`config.mk`:
```
export PLATFORM = sky130hd
export DESIGN_NAME = mem_initiator
export DESIGN_NICKNAME = d
export VERILOG_FILES = /design/src/rtl/mem_initiator.sv
export SDC_FILE = /design/constraint.sdc
export NUM_CORES = 1
export LEC_CHECK = 0
export CORE_MARGIN = 2
export CORE_UTILIZATION = 30
export CTS_CLUSTER_SIZE = 28
export DETAILED_ROUTE_END_ITERATION = 8
export GPL_ROUTABILITY_DRIVEN = 0
export GPL_TIMING_DRIVEN = 0
export PLACE_DENSITY_LB_ADDON = 0.15
export SLEW_MARGIN = 5
export SYNTH_ARGS = -nofsm -noshare
export SYNTH_HDL_FRONTEND = slang
export SYNTH_SLANG_ARGS = --single-unit
```
`constraint.sdc`:
```
create_clock -name clk -period 3.64 [get_ports clk]
set_clock_uncertainty 0.2 [all_clocks]
set_input_delay 0.546 -clock clk [delete_from_list [all_inputs] [get_ports clk]]
set_output_delay 0.546 -clock clk [all_outputs]
set_load 0.03 [all_outputs]
```
`src/rtl/mem_initiator.sv`:
```
// mem_initiator: one-at-a-time command initiator for the
// 8x8 memory responder, with read/write completion counters.
module mem_initiator #(
  parameter int ADDR_W = 3,
  parameter int DATA_W = 8,
  parameter int RD_LAT = 2,
  parameter int CNT_W  = 16
) (
  input  logic              clk,
  input  logic              rst,
  input  logic              req_valid,
  output logic              req_ready,
  input  logic              req_write,
  input  logic [ADDR_W-1:0] req_addr,
  input  logic [DATA_W-1:0] req_wdata,
  output logic              rsp_valid,
  input  logic              rsp_ready,
  output logic              rsp_write,
  output logic [DATA_W-1:0] rsp_rdata,
  output logic              mem_enable,
  output logic              mem_rd_wr,
  output logic [ADDR_W-1:0] mem_addr,
  output logic [DATA_W-1:0] mem_wr_data,
  input  logic [DATA_W-1:0] mem_rd_data,
  output logic [CNT_W-1:0]  rd_cnt,
  output logic [CNT_W-1:0]  wr_cnt
);

  typedef enum logic [1:0] {
    IDLE,
    ISSUE,
    WAIT,
    RESP
  } state_t;

  localparam logic [3:0] LAT = 4'(RD_LAT);
  localparam logic [CNT_W-1:0] ONE = CNT_W'(1);

  state_t            state_q, state_d;
  logic [3:0]        wcnt_q, wcnt_d;
  logic              wr_q, wr_d;
  logic              req_ready_q, req_ready_d;
  logic              rsp_valid_q, rsp_valid_d;
  logic              rsp_write_q, rsp_write_d;
  logic [DATA_W-1:0] rsp_rdata_q, rsp_rdata_d;
  logic              mem_enable_q, mem_enable_d;
  logic              mem_rd_wr_q, mem_rd_wr_d;
  logic [ADDR_W-1:0] mem_addr_q, mem_addr_d;
  logic [DATA_W-1:0] mem_wr_data_q, mem_wr_data_d;
  logic [CNT_W-1:0]  rd_cnt_q, rd_cnt_d;
  logic [CNT_W-1:0]  wr_cnt_q, wr_cnt_d;

  // next-state and registered-output decode
  always_comb begin
    state_d       = state_q;
    wcnt_d        = wcnt_q;
    wr_d          = wr_q;
    req_ready_d   = req_ready_q;
    rsp_valid_d   = rsp_valid_q;
    rsp_write_d   = rsp_write_q;
    rsp_rdata_d   = rsp_rdata_q;
    mem_enable_d  = 1'b0;
    mem_rd_wr_d   = mem_rd_wr_q;
    mem_addr_d    = mem_addr_q;
    mem_wr_data_d = mem_wr_data_q;
    rd_cnt_d      = rd_cnt_q;
    wr_cnt_d      = wr_cnt_q;
    unique case (state_q)
      IDLE: begin
        req_ready_d = 1'b1;
        if (req_valid && req_ready_q) begin
          state_d       = ISSUE;
          req_ready_d   = 1'b0;
          wr_d          = req_write;
          mem_enable_d  = 1'b1;
          mem_rd_wr_d   = ~req_write;
          mem_addr_d    = req_addr;
          mem_wr_data_d = req_write ? req_wdata : '0;
        end
      end
      ISSUE: begin
        if (wr_q) begin
          state_d     = RESP;
          rsp_valid_d = 1'b1;
          rsp_write_d = 1'b1;
          rsp_rdata_d = '0;
        end else begin
          state_d = WAIT;
          wcnt_d  = LAT;
        end
      end
      WAIT: begin
        wcnt_d = wcnt_q - 4'd1;
        if (wcnt_q == 4'd1) begin
          state_d     = RESP;
          rsp_valid_d = 1'b1;
          rsp_write_d = 1'b0;
          rsp_rdata_d = mem_rd_data;
        end
      end
      RESP: begin
        if (rsp_ready) begin
          state_d     = IDLE;
          rsp_valid_d = 1'b0;
          req_ready_d = 1'b1;
          if (wr_q) begin
            wr_cnt_d = wr_cnt_q + ONE;
          end else begin
            rd_cnt_d = rd_cnt_q + ONE;
          end
        end
      end
      default: begin
        state_d = IDLE;
      end
    endcase
  end

  // state and output registers, synchronous reset
  always_ff @(posedge clk) begin
    if (rst) begin
      state_q       <= IDLE;
      wcnt_q        <= '0;
      wr_q          <= 1'b0;
      req_ready_q   <= 1'b1;
      rsp_valid_q   <= 1'b0;
      rsp_write_q   <= 1'b0;
      rsp_rdata_q   <= '0;
      mem_enable_q  <= 1'b0;
      mem_rd_wr_q   <= 1'b1;
      mem_addr_q    <= '0;
      mem_wr_data_q <= '0;
      rd_cnt_q      <= '0;
      wr_cnt_q      <= '0;
    end else begin
      state_q       <= state_d;
      wcnt_q        <= wcnt_d;
      wr_q          <= wr_d;
      req_ready_q   <= req_ready_d;
      rsp_valid_q   <= rsp_valid_d;
      rsp_write_q   <= rsp_write_d;
      rsp_rdata_q   <= rsp_rdata_d;
      mem_enable_q  <= mem_enable_d;
      mem_rd_wr_q   <= mem_rd_wr_d;
      mem_addr_q    <= mem_addr_d;
      mem_wr_data_q <= mem_wr_data_d;
      rd_cnt_q      <= rd_cnt_d;
      wr_cnt_q      <= wr_cnt_d;
    end
  end

  assign req_ready   = req_ready_q;
  assign rsp_valid   = rsp_valid_q;
  assign rsp_write   = rsp_write_q;
  assign rsp_rdata   = rsp_rdata_q;
  assign mem_enable  = mem_enable_q;
  assign mem_rd_wr   = mem_rd_wr_q;
  assign mem_addr    = mem_addr_q;
  assign mem_wr_data = mem_wr_data_q;
  assign rd_cnt      = rd_cnt_q;
  assign wr_cnt      = wr_cnt_q;

endmodule

```
**Word level (Yosys, flattened, before mapping)**

Index checks and enable logic that the tools add are counted.

- Add/sub/neg operators: 3
- Equality and inequality tests: 9
- Multiplexer cells: 21
- Bitwise operators: 3
- Reductions and logical operators: 14

Operators with widths:

| cell | count |
|---|---|
| $add A16 B1 Y16 const B | 2 |
| $mux W8 | 3 |
| $pmux W8 S2 | 1 |
| $reduce_and A3 Y1 | 4 |
| $ne A2 B2 Y1 const B | 5 |
| $mux W1 | 8 |
| $pmux W2 S4 | 1 |
| $pmux W4 S2 | 1 |
| $mux W2 | 3 |
| $reduce_and A2 Y1 | 3 |
| $eq A2 B2 Y1 const B | 2 |
| $eq A4 B1 Y1 const B | 1 |
| $mux W4 | 1 |
| $pmux W1 S2 | 2 |
| $reduce_and A4 Y1 | 1 |
| $reduce_bool A2 Y1 | 2 |
| $sub A4 B1 Y4 const B | 1 |
| $not A1 Y1 | 3 |
| $pmux W1 S3 | 1 |
| $reduce_bool A3 Y1 | 1 |
| $eq A2 B1 Y1 const B | 1 |
| $logic_not A2 Y1 | 1 |
| $reduce_or A2 Y1 | 1 |
| $logic_and A1 B1 Y1 | 1 |

- Register bits after elaboration: 63
- Word-level logic and storage cells: 63

**Depth between registers and ports, before layout**

- Depth after elaboration: 3
- Gate-level depth with buffers: 7
- Mapped depth without buffers: 6

**Worst setup path after synthesis**

OpenSTA, ideal clock, no wires.

- Path type: register to register
- Start point: reg rd_cnt_q[2], in the netlist rd_cnt[2]
- End point: reg rd_cnt_q[15], in the netlist rd_cnt[15]
- Library setup time: 0.070 ns
- Data arrival time: 1.710 ns
- Required time: 3.370 ns
- Path slack: 1.660 ns
- Stages on the path, launching flop included: 6
- Path buffers: 1
- Clock period less this slack: 1.980 ns
- Cells stage by stage: dfxtp_1 -> buf_2 -> nand3_1 -> or2_4 -> or4_1 -> a21oi_1

- Longest elaborated chain between the ends: 1

Ends and longest elaborated chain:

| element | RTL line | RTL |
|---|---|---|
| from (decl) | 50 | `logic [CNT_W-1:0] rd_cnt_q, rd_cnt_d;` |
| from (signal assigned) | 147 | `rd_cnt_q <= rd_cnt_d;` |
| $add A16 B1 Y16 | 109 | `rd_cnt_d = rd_cnt_q + ONE;` |

No other way between the ends.
A chain may end at the register's enable or synchronous reset.

**Worst setup path after layout**

- Start point: in rsp_ready
- End point: reg wr_cnt_q[13], in the netlist wr_cnt[13]

- Longest elaborated chain between the ends: 1

Ends and longest elaborated chain:

| element | RTL line | RTL |
|---|---|---|
| from (decl) | 17 | `input logic rsp_ready,` |
| $reduce_and A3 Y1 (no source line) | -- |  |
| to (signal assigned) | 148 | `wr_cnt_q <= wr_cnt_d;` |
| to (decl) | 51 | `logic [CNT_W-1:0] wr_cnt_q, wr_cnt_d;` |

No other way between the ends.

==> impl_metrics.env <==
export IMPL_grt_pass1_vias=2413
export IMPL_synth_top_area_cell="dfxtp_1"
export IMPL_wirelength_microns=6990
export IMPL_setup_violations=0
export IMPL_antenna_found_initial=0
export IMPL_avgViaCountPerCell=4.88
export IMPL_slowest_stage="clkdlybuf4s50_1"
export IMPL_period_needed_ns=2.37
export IMPL_stdcell_count=528
export IMPL_hpwl_microns=4950
export IMPL_slew_violations=0
export IMPL_vias=2575
export IMPL_whs_path_depth=2
export IMPL_slew_headroom_pct=57.3
export IMPL_fillers=927
export IMPL_yosysMostFrequentCell="dfxtp_1"
export IMPL_ys_types=47
export IMPL_crit_type="input pin to flip-flop"
export IMPL_critPathCaptureType="flip-flop"
export IMPL_cts_htree_levels=3
export IMPL_die_x_microns=101
export IMPL_max_vdd_ir_drop_v=0.000179
export IMPL_boundaryPins=80
export IMPL_powerDensity_mw_per_mm2=481
export IMPL_synth_top_cell_area_share_pct=44.6
export IMPL_cts_tree="done"
export IMPL_drc=0
export IMPL_clkSinkCount=63
export IMPL_worstSetupStartpointType="input pin"
export IMPL_track_usage_pct=14.2
export IMPL_clk_path_buf_depth=2
export IMPL_synth_warnings=0
export IMPL_cp_cell_sequence="clkdlybuf4s50_1 -> nand3_2 -> nor4_4 -> nand3_1 -> mux2_1"
export IMPL_die_h_microns=101
export IMPL_r2r_cells=6
export IMPL_arrival_ns=2.40
export IMPL_core_sq_mm=0.00920
export IMPL_fin_util_pct=42.9
export IMPL_multi_input_area_sq_mm=0.00146
export IMPL_fmax_ghz=0.421
export IMPL_hp_class="flip-flop to flip-flop"
export IMPL_maxCapViolCount=0
export IMPL_crit_buf_inv=1
export IMPL_timing_setup_tns_ns=0
export IMPL_critPathMaxFanout=8
export IMPL_clk_pin_slew_ns=0.07
export IMPL_fp_dieArea_sq_mm=0.0102
export IMPL_slowest_delay_ns=0.69
export IMPL_required_ns=3.66
export IMPL_synthFlopType="dfxtp_1"
export IMPL_cp_depth=5
export IMPL_dpl_cell_count=513
export IMPL_diodes=0
export IMPL_synth_edf_count=0
export IMPL_first_iter_violations=48
export IMPL_final_nets=446
export IMPL_grt_start_max_net_pins=11
export IMPL_firstDrtPassIters=4
export IMPL_p_leak_nw=1.39
export IMPL_synth_area_top_cells="dfxtp_1 (45%), nor2_1 (5.2%), a21oi_1 (5.0%), nand3_1 (4.1%), xnor2_1 (4.0%)"
export IMPL_drive_gt1_share_pct=7.91
export IMPL_port_buffers=78
export IMPL_routedWlPerCell_microns=13.2
export IMPL_grt_overflow=0
export IMPL_synthCells=324
export IMPL_worst_slack_ns=1.27
export IMPL_cts_resized_gates=0
export IMPL_worst_pin_slew_ns=0.641
export IMPL_netlist_area_sq_mm=0.00283
export IMPL_ys_seq_elements=63
export IMPL_seq_area_frac_synth_pct=44.6
export IMPL_syn_nets=357
export IMPL_start_util_pct=30.7
export IMPL_syn_avg_cell_area_sq_um=8.72
export IMPL_area_growth_pct=39.5
export IMPL_synthArstFlopShare_pct=0
export IMPL_hold_viol=0
export IMPL_cts_inserted_buffers=9
export IMPL_drtAntennaViolNets=0
export IMPL_postCtsSetupBuffers=0
export IMPL_path_delay_family="simple AND/OR/NAND/NOR gates"
export IMPL_worst_skew_pair_late_latency_ns=0.34
export IMPL_grt_pass1_wl_microns=11300
export IMPL_finalCritPeriodShare_pct=65.2
export IMPL_rsz0062_at_grt="false"
export IMPL_root_buffer="clkbuf_8"
export IMPL_rows=35
export IMPL_regArea_sq_mm=0.00126
export IMPL_whs_ns=0.251
export IMPL_ys_top_cells_by_count="dfxtp_1 (63), nor2_1 (39), a21oi_1 (28)"
export IMPL_place_ws_ns=0.906
export IMPL_status="complete, no violations"
export IMPL_hold_buffers=0
## registers in the layout (all words and copies together), names as in the netlist
| register | flops |
|---|---|
| mem_addr | 3 |
| mem_enable | 1 |
| mem_rd_wr | 1 |
| mem_wr_data | 8 |
| rd_cnt | 16 |
| req_ready | 1 |
| rsp_rdata | 8 |
| rsp_valid | 1 |
| rsp_write | 1 |
| state_q | 2 |
| wcnt_q | 4 |
| wr_cnt | 16 |
| wr_q | 1 |
## worst paths after layout
path | startpoint | to | slack [ns]
max | rsp_ready | wr_cnt[13] | 1.27
min | mem_wr_data[5] | mem_wr_data[5] | 0.25
max reg2reg | state_q[1] | wr_cnt[13] | 1.40
min reg2reg | mem_wr_data[5] | mem_wr_data[5] | 0.25
## layout make-up
class	count	share of cell area (%)
multi-input cells	237	37.1
flip-flops and latches	63	32.0
repair buffers	78	19.8
clock buffers	12	3.94
well taps	111	3.52
plain buffers	17	1.94
clock inverters	3	1.08
inverters	7	0.666
## worst reg2reg max path, cell delays in order (launching register included)
cell and delay [ns]:
dfxtp_1 0.41, ha_1 0.17, buf_2 0.22, nand3_2 0.24, nor4_4 0.44, nand3_1 0.14
mux2_1 0.32
## power by group
group | internal [mW] | switching [mW] | leakage, nW
Combinational | 0.207 | 0.287 | 0.781
Sequential | 0.745 | 0.0419 | 0.510
Clock | 0.349 | 0.267 | 0.0985
Total | 1.30 | 0.596 | 1.39
## cell families after synthesis
family                     after synthesis  share of synthesized area, %
AOI/OAI and AO/OA                       59                          12.5
xor gates and xnor gates                19                          5.89
adders and majority gates                9                          3.99
buffers and inverters                   24                          3.63
DFF                                     63                          44.6
muxes                                    4                          1.55
and+or+nand+nor                        146                          27.8
## routing by layer
metal | track usage [%] | vias up | share of wire (%)
li1 | - | 1322 | -
met1 | 17.5 | 1182 | 47
met2 | 22.5 | 65 | 44
met3 | 5.55 | 6 | 7.3
met4 | 5.30 | 0 | 1.3
met5 | 0 | - | 0
## layout by cell type (no fill, tap or decap), drive strengths merged, types with 3 or more instances in the layout
| master | netlist | final |
|---|---|---|
| ha | 9 | 9 |
| nor2 | 39 | 39 |
| nand4 | 10 | 10 |
| and3 | 4 | 4 |
| o21ai | 12 | 12 |
| inv | 7 | 7 |
| nor4 | 5 | 5 |
| xor2 | 6 | 6 |
| a22oi | 10 | 10 |
| nand2 | 27 | 27 |
| nand2b | 3 | 3 |
| nor2b | 4 | 4 |
| dfxtp | 63 | 63 |
| a21oi | 28 | 28 |
| nor3 | 8 | 8 |
| buf | 10 | 10 |
| xnor2 | 13 | 13 |
| clkbuf | 7 | 19 |
| clkdlybuf4s50 | 0 | 78 |
| or3 | 8 | 8 |
| mux2 | 3 | 3 |
| nand3 | 24 | 24 |
## per-stage QoR
stage	instance area [sq um]	power, mW
2_1_floorplan	2830	1.13
3_3_place_gp	3740	1.29
3_5_place_dp	3740	1.30
4_1_cts	3940	1.93
5_1_grt	3940	2.01
6_report	3940	1.90
No activity file was read; power rests on OpenSTA's default activity.
